## config.mk

```make
export PLATFORM = sky130hd
export DESIGN_NAME = workload_sink
export DESIGN_NICKNAME = d
export VERILOG_FILES = /design/src/rtl/workload_pkg.sv /design/src/rtl/workload_sink_table.sv /design/src/rtl/workload_sink.sv
export SDC_FILE = /design/constraint.sdc
export NUM_CORES = 1
export LEC_CHECK = 0
export BUFFER_PORTS_ARGS = -buffer_cell sky130_fd_sc_hd__buf_2
export CORE_MARGIN = 2
export CORE_UTILIZATION = 55
export DETAILED_ROUTE_END_ITERATION = 8
export PLACE_DENSITY = 0.7
export SYNTH_ARGS = -nofsm -noshare
export SYNTH_HDL_FRONTEND = slang
export SYNTH_SLANG_ARGS = --single-unit
```

## constraint.sdc

```tcl
create_clock -name clk_i -period 9.38 [get_ports clk_i]
set_input_delay 0.938 -clock clk_i [delete_from_list [all_inputs] [get_ports clk_i]]
set_output_delay 0.938 -clock clk_i [all_outputs]
set_load 0.03 [all_outputs]
```

## src/rtl/workload_pkg.sv

```systemverilog
// workload_pkg: shared types and constants for the workload sink.
//   workload_s        : {id, size} workload word as carried on the pipeline
//   e_err_*           : bit positions inside the sticky err_o vector
//   lfsr_seed/taps    : backpressure LFSR reset value and feedback mask
//   lfsr_next()       : one step of the 8-bit Fibonacci LFSR
package workload_pkg;

  localparam int wl_id_w   = 8;
  localparam int wl_size_w = 8;

  typedef struct packed {
    logic [wl_id_w-1:0]   id;
    logic [wl_size_w-1:0] size;
  } workload_s;

  localparam int e_err_dup     = 0;
  localparam int e_err_unknown = 1;
  localparam int e_err_order   = 2;
  localparam int e_err_size    = 3;

  // Taps 8,6,5,4 map to state bits 7,5,4,3.
  localparam logic [7:0] lfsr_seed = 8'h01;
  localparam logic [7:0] lfsr_taps = 8'hB8;

  function automatic logic [7:0] lfsr_next(input logic [7:0] s);
    return {s[6:0], ^(s & lfsr_taps)};
  endfunction

endpackage

```

## src/rtl/workload_sink_table.sv

```systemverilog
// workload_sink_table: outstanding-workload storage, els_p entries of
// {valid, size, stamp}.
//   clk_i, reset_i   : clock, synchronous active-high reset (clears valid only)
//   wr_en/idx/size/stamp : issue write port, wr_hit = entry valid before write
//   rd_idx, rd_clr   : completion read-and-clear port
//   rd_valid/size/stamp : pre-update contents of entry rd_idx
// When both ports hit the same index in one cycle the clear is applied first
// and the write wins, so the entry ends up holding the new issue.
module workload_sink_table #(
  parameter int els_p         = 16,
  parameter int size_width_p  = 8,
  parameter int cycle_width_p = 32,
  localparam int lg_els_lp    = (els_p > 1) ? $clog2(els_p) : 1
) (
  input  logic                     clk_i,
  input  logic                     reset_i,
  input  logic                     wr_en,
  input  logic [lg_els_lp-1:0]     wr_idx,
  input  logic [size_width_p-1:0]  wr_size,
  input  logic [cycle_width_p-1:0] wr_stamp,
  output logic                     wr_hit,
  input  logic [lg_els_lp-1:0]     rd_idx,
  input  logic                     rd_clr,
  output logic                     rd_valid,
  output logic [size_width_p-1:0]  rd_size,
  output logic [cycle_width_p-1:0] rd_stamp
);

  logic [els_p-1:0]         valid_r;
  logic [size_width_p-1:0]  size_r  [els_p];
  logic [cycle_width_p-1:0] stamp_r [els_p];

  always_ff @(posedge clk_i) begin
    if (reset_i) begin
      valid_r <= '0;
    end else begin
      if (rd_clr) valid_r[rd_idx] <= 1'b0;
      if (wr_en)  valid_r[wr_idx] <= 1'b1;
    end
  end

  // Payload is only meaningful while valid is set, so it carries no reset.
  always_ff @(posedge clk_i) begin
    if (wr_en) begin
      size_r[wr_idx]  <= wr_size;
      stamp_r[wr_idx] <= wr_stamp;
    end
  end

  assign wr_hit   = valid_r[wr_idx];
  assign rd_valid = valid_r[rd_idx];
  assign rd_size  = size_r[rd_idx];
  assign rd_stamp = stamp_r[rd_idx];

endmodule

```

## src/rtl/workload_sink.sv

```systemverilog
// workload_sink: end-of-pipeline consumer and checker.
// Snoops the pipeline input handshake to timestamp issued workloads, accepts
// completions, and reports in-order completion, latency statistics and
// sticky error flags.
//   clk_i, reset_i            : clock, synchronous active-high reset
//   issue_v_i/ready_i/data_i  : snooped pipeline-input handshake, {id, size}
//   v_i, data_i, ready_o      : completion handshake, {id, size}
//   done_count_o              : accepted completions of known workloads (sat.)
//   latency_sum_o/max_o       : latency statistics (sum saturates)
//   all_done_o                : done_count_o == workload_limit_p
//   err_o                     : sticky {size, order, unknown, duplicate}
// Build option: define WORKLOAD_SINK_BACKPRESSURE_EN to drive ready_o from an
// 8-bit LFSR instead of holding it high.
module workload_sink
  import workload_pkg::*;
#(
  parameter int id_width_p       = 8,
  parameter int size_width_p     = 8,
  parameter int els_p            = 16,
  parameter int cycle_width_p    = 32,
  parameter int workload_limit_p = 16
) (
  input  logic                                clk_i,
  input  logic                                reset_i,
  input  logic                                issue_v_i,
  input  logic                                issue_ready_i,
  input  logic [id_width_p+size_width_p-1:0]  issue_data_i,
  input  logic                                v_i,
  input  logic [id_width_p+size_width_p-1:0]  data_i,
  output logic                                ready_o,
  output logic [cycle_width_p-1:0]            done_count_o,
  output logic [cycle_width_p-1:0]            latency_sum_o,
  output logic [cycle_width_p-1:0]            latency_max_o,
  output logic                                all_done_o,
  output logic [3:0]                          err_o
);

  localparam int lg_els_lp = (els_p > 1) ? $clog2(els_p) : 1;
  localparam int word_w_lp = id_width_p + size_width_p;

  function automatic logic [cycle_width_p-1:0] sat_add(
    input logic [cycle_width_p-1:0] a,
    input logic [cycle_width_p-1:0] b
  );
    logic [cycle_width_p:0] s;
    s = {1'b0, a} + {1'b0, b};
    return s[cycle_width_p] ? '1 : s[cycle_width_p-1:0];
  endfunction

  function automatic logic [cycle_width_p-1:0] sat_inc(
    input logic [cycle_width_p-1:0] a
  );
    return (&a) ? a : a + 1'b1;
  endfunction

  logic [id_width_p-1:0]    issue_id, cpl_id;
  logic [size_width_p-1:0]  issue_size, cpl_size;
  logic                     issue_fire, cpl_fire;

  logic [cycle_width_p-1:0] cyc_r, done_r, sum_r, max_r;
  logic [id_width_p-1:0]    exp_id_r;
  logic [3:0]               err_r;
  logic                     ready_r;

  logic                     wr_hit, rd_valid, dup_hit;
  logic [size_width_p-1:0]  rd_size;
  logic [cycle_width_p-1:0] rd_stamp, latency;

  assign issue_id   = issue_data_i[word_w_lp-1:size_width_p];
  assign issue_size = issue_data_i[size_width_p-1:0];
  assign cpl_id     = data_i[word_w_lp-1:size_width_p];
  assign cpl_size   = data_i[size_width_p-1:0];

  assign issue_fire = issue_v_i & issue_ready_i;
  assign cpl_fire   = v_i & ready_r;

  // Only the low id bits select a table entry.
  if (id_width_p > lg_els_lp) begin : g_id_hi
    logic unused_issue_id_hi;
    assign unused_issue_id_hi = ^issue_id[id_width_p-1:lg_els_lp];
  end

  workload_sink_table #(
    .els_p         (els_p),
    .size_width_p  (size_width_p),
    .cycle_width_p (cycle_width_p)
  ) u_table (
    .clk_i    (clk_i),
    .reset_i  (reset_i),
    .wr_en    (issue_fire),
    .wr_idx   (issue_id[lg_els_lp-1:0]),
    .wr_size  (issue_size),
    .wr_stamp (cyc_r),
    .wr_hit   (wr_hit),
    .rd_idx   (cpl_id[lg_els_lp-1:0]),
    .rd_clr   (cpl_fire),
    .rd_valid (rd_valid),
    .rd_size  (rd_size),
    .rd_stamp (rd_stamp)
  );

  // An entry retired by a completion in the same cycle is free for reuse,
  // so a same-index issue then is not a duplicate.
  assign dup_hit = issue_fire & wr_hit &
                   ~(cpl_fire & (cpl_id[lg_els_lp-1:0] == issue_id[lg_els_lp-1:0]));

  // Modulo subtraction tolerates counter wrap between issue and completion.
  assign latency = cyc_r - rd_stamp;

  always_ff @(posedge clk_i) begin
    if (reset_i) begin
      cyc_r    <= '0;
      done_r   <= '0;
      sum_r    <= '0;
      max_r    <= '0;
      exp_id_r <= '0;
      err_r    <= '0;
    end else begin
      cyc_r <= cyc_r + 1'b1;
      if (dup_hit) err_r[e_err_dup] <= 1'b1;
      if (cpl_fire) begin
        exp_id_r <= exp_id_r + 1'b1;
        if (cpl_id != exp_id_r) err_r[e_err_order] <= 1'b1;
        if (rd_valid) begin
          done_r <= sat_inc(done_r);
          sum_r  <= sat_add(sum_r, latency);
          if (latency > max_r) max_r <= latency;
          if (cpl_size != rd_size) err_r[e_err_size] <= 1'b1;
        end else begin
          err_r[e_err_unknown] <= 1'b1;
        end
      end
    end
  end

`ifdef WORKLOAD_SINK_BACKPRESSURE_EN
  logic [7:0] lfsr_r;

  always_ff @(posedge clk_i) begin
    if (reset_i) begin
      lfsr_r  <= lfsr_seed;
      ready_r <= 1'b0;
    end else begin
      lfsr_r  <= lfsr_next(lfsr_r);
      ready_r <= lfsr_r[0];
    end
  end
`else
  always_ff @(posedge clk_i) begin
    if (reset_i) ready_r <= 1'b0;
    else         ready_r <= 1'b1;
  end
`endif

  assign ready_o       = ready_r;
  assign done_count_o  = done_r;
  assign latency_sum_o = sum_r;
  assign latency_max_o = max_r;
  assign err_o         = err_r;
  assign all_done_o    = (done_r == cycle_width_p'(workload_limit_p));

endmodule

```

* Word level (Yosys, flattened, before mapping)
Memory sizes are Yosys's and may differ from the RTL's.
Cells that the tools add are included.
** Word-level totals
- Register bits after elaboration :: 157
- RAM bits :: 640
- Input bits :: 37
- Output and inout bits :: 102
- Logic and storage cells :: 62
- Memories :: 2
** Operators by class
- Add/subtract/negate cells :: 5
- Magnitude comparators :: 5
- Eq/ne operators :: 4
- Mux-type cells :: 15
- Bitwise gates (word level) :: 11
- Reduce and logical (&&, ||, !) cells :: 9
** Memory list
- u_table.stamp_r :: depth 16, bits a word 32, read ports 1, clocked after memory_dff 0, wr ports 1, line workload_sink_table.sv:31 : logic [cycle_width_p-1:0] stamp_r [els_p];
- u_table.size_r :: depth 16, bits a word 8, read ports 1, clocked after memory_dff 0, wr ports 1, line workload_sink_table.sv:30 : logic [size_width_p-1:0] size_r [els_p];
** Operators by type and width (number)
- adder 32 x 1 -> 32 bit, second input constant :: 2
- two-way mux 16 bit :: 3
- adder 32 x 32 -> 33 bit :: 1
- equality test 32 x 5 -> 1 bit, second input constant :: 1
- > comparator 32 bit :: 1
- two-way mux 32 bit :: 1
- AND reduction 32 bit :: 1
- subtractor 32 bit :: 1
- bitwise AND 16 bit :: 1
- inequality test 8 bit :: 2
- NOT 16 bit :: 1
- bitwise OR 16 bit :: 1
- < comparator 4 x 5 -> 1 bit, second input constant :: 2
- AND reduction 3 bit :: 3
- adder 8 x 1 -> 8 bit, second input constant :: 1
- binary-select mux 1 bit (select 4 bit) :: 2
- demux 1 bit (select 4 bit) :: 2
- greater-or-equal comparator 4 x 1 -> 1 bit, second input constant :: 2
- two-way mux 1 bit :: 7
- AND reduction 2 bit :: 3
- bitwise AND 1 bit :: 5
- equality test 4 bit :: 1
- NOT 1 bit :: 3
- logical AND 1 bit :: 2

* Depth between registers and ports, before layout
Gate-level depths: netlist (run 1).
- Word-level depth :: 10
- Gate-level depth with buffers :: 28
- Depth with buffers taken out :: 21

* Cells and area by module
Synthesis (run 1) repeated with hierarchy kept, for this count alone.
** Second synthesis, totals
- Cells, all modules :: 2381
- Area, all modules :: 35038.6 µm²
** Modules (own cells, without submodules)
- workload_sink_table :: times used 1, cells an instance 1100, area each 24920.2 µm², sequential area each 19538.7 µm²
- workload_sink :: times used 1, cells an instance 1281, area each 10118.5 µm², sequential area each 2822.7 µm²

* Least setup slack after synthesis (run 1)
Ideal clock, no wire load.
- Path type :: input to register
- From :: in data_i[8]
- To :: reg sum_r[26], in the netlist latency_sum_o[26]
- Setup time :: 0.088 ns
- Data arrival time :: 6.698 ns
- Data required time :: 9.292 ns
- Path slack :: 2.594 ns
- Stages on the path :: 23
- Path buffers :: 4
- Cell sequence :: buf_6 -> buf_2 -> buf_1 -> mux4_2 -> mux4_2 -> inv_1 -> ha_1 -> nor2b_1 -> o31a_1 -> a211o_1 -> o21ai_0 -> o21ai_0 -> xor2_1 -> ha_1 -> buf_6 -> o21a_1 -> o21a_1 -> a32o_1 -> or2_1 -> a211o_1 -> a2111oi_2 -> a31oi_1 -> a311oi_2
** Between the ends
- Longest elaborated chain between the ends :: 4
- Elaborated cells between the ends (all ways) :: 7
- Classes of those cells :: 2 x add/sub; 3 x mux; 1 x reduce/logical; 1 x memory
** Ends and longest elaborated chain
- start: declaration :: line workload_sink.sv:29 : input logic [id_width_p+size_width_p-1:0] data_i,
- memory read (16 x 32 bit)
- subtractor 32 bit :: line workload_sink.sv:108 : assign latency = cyc_r - rd_stamp;
- via latency[14] :: line workload_sink.sv:67 : logic [cycle_width_p-1:0] rd_stamp, latency;
- adder 32 x 32 -> 33 bit :: line workload_sink.sv:46 : s = {1'b0, a} + {1'b0, b};
- two-way mux 32 bit :: line workload_sink.sv:47 : return s[cycle_width_p] ? '1 : s[cycle_width_p-1:0];
- end signal: assignment :: line workload_sink.sv:126 : sum_r <= sat_add(sum_r, latency);
- end: declaration :: line workload_sink.sv:60 : logic [cycle_width_p-1:0] cyc_r, done_r, sum_r, max_r;
The timed path passes the listed nets, and every way through them passes these cells. The select of a mux whose other input is x is not followed.
A chain may end at the register's enable or synchronous reset.

* Final worst setup path (run 1)
- From :: in data_i[8]
- To :: reg max_r[16], in the netlist latency_max_o[16]
** Between the ends
- Longest elaborated chain between the ends :: 4
- Elaborated cells between the ends (all ways) :: 6
- Classes of those cells :: 1 x add/sub; 1 x order compare; 2 x mux; 1 x reduce/logical; 1 x memory
** Ends and longest elaborated chain
- memory read (16 x 32 bit)
- subtractor 32 bit :: line workload_sink.sv:108
- via latency[29] :: line workload_sink.sv:67
- > comparator 32 bit :: line workload_sink.sv:127 : if (latency > max_r) max_r <= latency;
- AND reduction 3 bit (no source line)
- end signal: assignment :: line workload_sink.sv:127
- end: declaration :: line workload_sink.sv:60
The timed path passes the listed nets, and every way through them passes these cells. The select of a mux whose other input is x is not followed.

==> impl_metrics.toml, run 1 <==
[grt]
grtUsageTotal = 0.250
grt_max_degree = 97
grt_pass1_vias = 20432
overflow = 0
grt_pass1_wl_um = 124000
grt_antenna_before_repair = 0

[worst_hold_path]
hp-class = "flop to flop"

[cts]
clock_latency_ns = 0.64
root_buffer = "clkbuf_16"
cts_hold_buf = 0
clockBufferDepth = 3
htreeDepth = 3
cts_tree = "done"
clkTransAtPathRegs_ns = 0.06
ctsResizeCount = 0
post_cts.repair.setup_buffers = 0
numCtsBuffers = 80
clkSinkCount = 797

[logic_synthesis]
ys_seq_area_frac = 0.639
syn_area_um2 = 35000
syn_inst = 2278
synth_nets = 2416
synth-edff-count = 640
ys_warn_count = 0
synth_area_per_cell_um2 = 15.4
ys_types = 86
synthArstFlopShare = 0
ys_ff_latch = 797
synth_ff_type = "edfxtp_1"

[timing]
slew_viol_final = 0
fin_hold_ws_ns = 0.461
finalHoldViolCount = 0
fin_crit_sh = 0.783
fmax_mhz = 136
slew_headroom = 0.178
tns_ns = 0
worst_pin_slew_ns = 1.23
setup_violations = 0
finalClockSkew_ns = 0.0317
fin_crit_ns = 7.34
rsz0062_at_grt = "no"

[pwr]
total_power_mw = 7.65
p_clk_frac = 0.434
power.switching_mw = 1.68
ir_worst_vdd_mv = 0.117
comb_power_share = 0.066
seqPwrFrac = 0.499
leakagePower_nw = 13.8
p_int_mw = 5.97
switching_share = 0.220
p_per_area_nw_per_um2 = 194

[placed_design]
port_buffers = 134
finalWeightedCongestion = 0.903
dp_hpwl_um = 47200

[finish]
fin_util = 0.626
synthToLayoutAreaGrowth_pct = 12.5
n_antenna_cell = 0
num-fill-cells = 4489
drive_above_1_share = 0.217
final_nets = 2570

[drt]
wire_per_inst_um = 24.5
drc_errors = 0
wirelength_um = 81800
antenna_left = 0
drt_iter0_markers = 1950
dr.pass1.iters = 6
vias_per_cell = 6.20
vias = 20728

[setup_path]
crit_path_max_fanout = 42
endpoint_kind = "flop"
start_kind = "primary input"
required_ns = 9.92
worstSetupPathType = "primary input to flop"
arrival_ns = 7.88

[floorplan]
rows = 92
die_x_um = 256
die_y_um = 256
fp.coreArea_um2 = 63000
initial_utilization = 0.556
dieArea_um2 = 65700
num_io_pins = 139

[outcome]
status = "finished, final reports clean"

[job]
drv_cap = 0
## logic make-up after synthesis
group                    count (synthesis)  share of synthesized area
AND/OR/NAND/NOR                        494                     0.0682
flip-flops                             797                      0.639
adder cells (fa/ha/maj)                101                     0.0365
buffers and inverters                  203                     0.0236
AO/OA/AOI/OAI                          339                     0.0649
XOR/XNOR                               129                     0.0323
multiplexers                           215                      0.136
## metal layers
| layer | wire (um) | vias up | share of wire | GRT usage |
|---|---|---|---|---|
| li1 | - | 9208 | - | - |
| met1 | 33500 | 10607 | 0.41 | 0.344 |
| met2 | 40800 | 795 | 0.50 | 0.420 |
| met3 | 5760 | 118 | 0.070 | 0.0336 |
| met4 | 1690 | 0 | 0.021 | 0.0733 |
| met5 | 0 | - | 0 | 0 |
## cells in the final DEF, fill, tap and decap left out, types with 31 or more instances in the layout
| cell | n |
|---|---|
| clkbuf_16 | 81 |
| nor2_1 | 165 |
| xnor2_1 | 63 |
| nand3_1 | 40 |
| edfxtp_1 | 640 |
| inv_1 | 92 |
| dfxtp_1 | 157 |
| xor2_1 | 66 |
| nand4_1 | 40 |
| ha_1 | 99 |
| mux4_2 | 208 |
| nand2_1 | 112 |
| buf_4 | 31 |
| a21oi_1 | 108 |
| o21ai_0 | 59 |
| buf_2 | 130 |
| a211oi_1 | 46 |
| a21o_1 | 34 |
## path summary, 6_finish.rpt
path,cells past startpoint,slack [ns],to,startpoint
worst min-delay path,2,0.46,err_o[3],err_o[3]
worst max register to register,21,2.81,latency_sum_o[31],u_table.stamp_r[1][6]
worst min register to register,2,0.46,err_o[3],err_o[3]
worst max-delay path,23,2.04,latency_max_o[16],data_i[8]
## layout make-up
type                            count  area (um2)  area share
Sequential cell                   797       22400       0.567
Multi-Input combinational cell   1278       11800       0.300
Clock buffer                      103        2170      0.0551
Tap cell                          846        1060      0.0269
Timing Repair Buffer              168        1000      0.0254
Clock inverter                     46         571      0.0145
Inverter                          107         409      0.0104
## synthesized netlist by cell type (all sizes together) (40+ instances only)
master | n | area [um2]
o21ai | 61 | 305
nor2 | 168 | 641
mux4 | 208 | 4680
xor2 | 66 | 578
nand3 | 41 | 210
inv | 107 | 402
a211oi | 49 | 383
clkbuf | 48 | 181
dfxtp | 157 | 3140
buf | 48 | 244
a21oi | 109 | 549
ha | 99 | 1240
nand2 | 113 | 427
nand4 | 40 | 250
xnor2 | 63 | 552
edfxtp | 640 | 19200
## power by group through the flow
stage | registers [mW] | logic (mW) | clock network [mW]
finish | 3.82 | 0.509 | 3.32
global route | 3.82 | 0.551 | 3.50
CTS | 3.82 | 0.508 | 3.37
detailed placement | 3.90 | 0.504 | 0
global placement | 3.89 | 0.493 | 0
floorplan | 3.90 | 0.364 | 0
## sequential cells by signal (all words and copies together) (netlist names)
register,flops
cyc_r,32
exp_id_r,8
err_o,4
ready_o,1
done_count_o,32
u_table.size_r,128
latency_sum_o,32
u_table.valid_r,16
u_table.stamp_r,512
latency_max_o,32
## critical path: stages
cell      delay [ns]
buf_8           0.40
buf_12          0.30
mux4_2          0.54
mux4_2          0.49
inv_1           0.14
ha_1            0.33
a21o_1          0.23
a21o_1          0.18
a311oi_1        0.41
a221o_1         0.28
a21oi_1         0.15
a41oi_1         0.35
nand2b_1        0.11
xor2_1          0.23
ha_1            0.29
a21o_1          0.18
a21o_1          0.17
a221oi_1        0.49
o211ai_1        0.35
nand2_1         0.70
buf_4           0.30
nand2_1         0.07
a21oi_1         0.14
## metrics by stage
step,area [um2],instances,setup slack (ns)
finish,39400,3345,2.04
global route,39400,3345,1.66
CTS,39400,3345,2.06
detailed placement,36700,3196,1.43
global placement,36700,3196,1.47
floorplan,35000,2278,2.59
Power figures use the tool's default switching activity.
==> inputs of run 2 (changes only) <==
==> constraint.sdc (replaced) <==
create_clock -name clk_i -period 7.6 [get_ports clk_i]
set_input_delay 0.76 -clock clk_i [delete_from_list [all_inputs] [get_ports clk_i]]
set_output_delay 0.76 -clock clk_i [all_outputs]
set_load 0.03 [all_outputs]
==> impl_metrics.toml, run 2 (synthesized netlist as in run 1, its figures left out) <==
[floorplan]
dieArea_um2 = 65700
die_x_um = 256
num_io_pins = 139
die_y_um = 256
initial_utilization = 0.556
rows = 92
fp.coreArea_um2 = 63000

[finish]
multi_input_area_um2 = 11800
synthToLayoutAreaGrowth_pct = 12.8
seq_area_um2 = 22400
fin_util = 0.627
n_antenna_cell = 0
final_cell_mix = "edfxtp_1, mux4_2, nor2_1"
drive_above_1_share = 0.220
largestRegisters = "u_table.stamp_r: 512 flops, u_table.size_r: 128 flops"
final_common_cell = "edfxtp_1"
largest_reg_flops = 512
regMostFlops = "u_table.stamp_r"
num-fill-cells = 4505
final_nets = 2586

[cts]
cts_tree = "done"
clkTransAtPathRegs_ns = 0.06
numCtsBuffers = 80
clock_latency_ns = 0.62
cts_hold_buf = 0
ctsResizeCount = 0
clockBufferDepth = 3
clkSinkCount = 797
htreeDepth = 3
root_buffer = "clkbuf_16"
post_cts.repair.setup_buffers = 0

[drt]
wire_per_inst_um = 24.4
vias_per_cell = 6.16
dr.pass1.iters = 5
antenna_left = 0
drt_iter0_markers = 1861
vias = 20695
drc_errors = 0
wirelength_um = 81900

[grt]
grtUsageTotal = 0.251
grt_antenna_before_repair = 0
grt_pass1_wl_um = 125000
grt_pass1_vias = 20675
grt_max_degree = 91
overflow = 0

[timing]
setup_violations = 0
finalHoldViolCount = 0
fin_crit_ns = 6.58
rsz0062_at_grt = "no"
finalClockSkew_ns = 0.0219
slew_viol_final = 0
worst_pin_slew_ns = 1.09
fin_crit_sh = 0.866
slew_headroom = 0.272
fmax_mhz = 152
tns_ns = 0

[job]
drv_cap = 0

[setup_path]
arrival_ns = 7.11
endpoint_kind = "flop"
required_ns = 8.13
r2r_slack_ns = 1.46
start_kind = "primary input"
worstSetupPathType = "primary input to flop"
crit_path_max_fanout = 25

[placed_design]
dp_hpwl_um = 47600
port_buffers = 134
finalWeightedCongestion = 0.905

[pwr]
leakagePower_nw = 13.9
p_per_area_nw_per_um2 = 236
ir_worst_vdd_mv = 0.186

[outcome]
status = "finished, final reports clean"

[worst_hold_path]
hp-class = "flop to flop"
-- run 2: cell types whose count changed in the layout (fill, tap and decap cells not counted), sizes merged --
cell and change:
buf +16, bufinv -3, clkbuf +6, clkinv -4
clkinvlp -4, inv +4
-- run 2: worst max-delay path: stages --
cell       delay (ns)
buf_8            0.25
buf_12           0.27
mux4_2           0.54
mux4_2           0.48
inv_1            0.11
ha_1             0.29
nor2b_1          0.17
o31a_1           0.28
a211o_1          0.33
o211ai_2         0.31
nand2_1          0.11
xnor2_1          0.47
ha_1             0.41
a21o_1           0.22
a21o_1           0.19
a2111oi_0        0.77
o32ai_1          0.19
nor2_2           0.36
o31ai_4          0.11
o2111a_1         0.27
a211oi_1         0.16
-- run 2: power breakdown --
part,switching [mW],total (mW),internal (mW)
registers,0.0167,4.72,4.70
clock network,1.63,3.98,2.35
logic,0.370,0.636,0.266
total,2.01,9.33,7.32
-- run 2: metrics by stage --
step | hold slack [ns] | instance area [um2] | total power, mW | instances | setup WS [ns]
6_report | 0.453 | 39500 | 9.33 | 3360 | 1.02
5_1_grt | 0.493 | 39500 | 9.62 | 3360 | 0.669
4_1_cts | 0.454 | 39500 | 9.40 | 3360 | 1.19
3_5_place_dp | 0.445 | 36800 | 5.44 | 3212 | 0.560
3_3_place_gp | 0.436 | 36800 | 5.42 | 3212 | 0.597
2_1_floorplan | 0.461 | 35000 | 5.26 | 2278 | 0.992
-- run 2: path summary, 6_finish.rpt --
path,start,endpoint,cells past startpoint
max reg2reg,u_table.stamp_r[13][2],latency_sum_o[31],19
max,data_i[8],latency_sum_o[31],21
min reg2reg,err_o[3],err_o[3],2
min,err_o[3],err_o[3],2
-- run 2: layout make-up --
class                      count  share of cell area
inverter                     107              0.0102
clock inverter                39              0.0101
clock buffer                 109              0.0571
tap                          846              0.0268
multi-input combinational   1278               0.300
sequential                   797               0.566
timing repair buffer         184              0.0297
-- run 2: metal layers --
layer | vias up | GRT usage | routed length [um]
met5 | - | 0 | 0
met4 | 0 | 0.0746 | 1970
met3 | 123 | 0.0376 | 5540
met2 | 826 | 0.424 | 41000
met1 | 10512 | 0.341 | 33400
li1 | 9234 | - | -
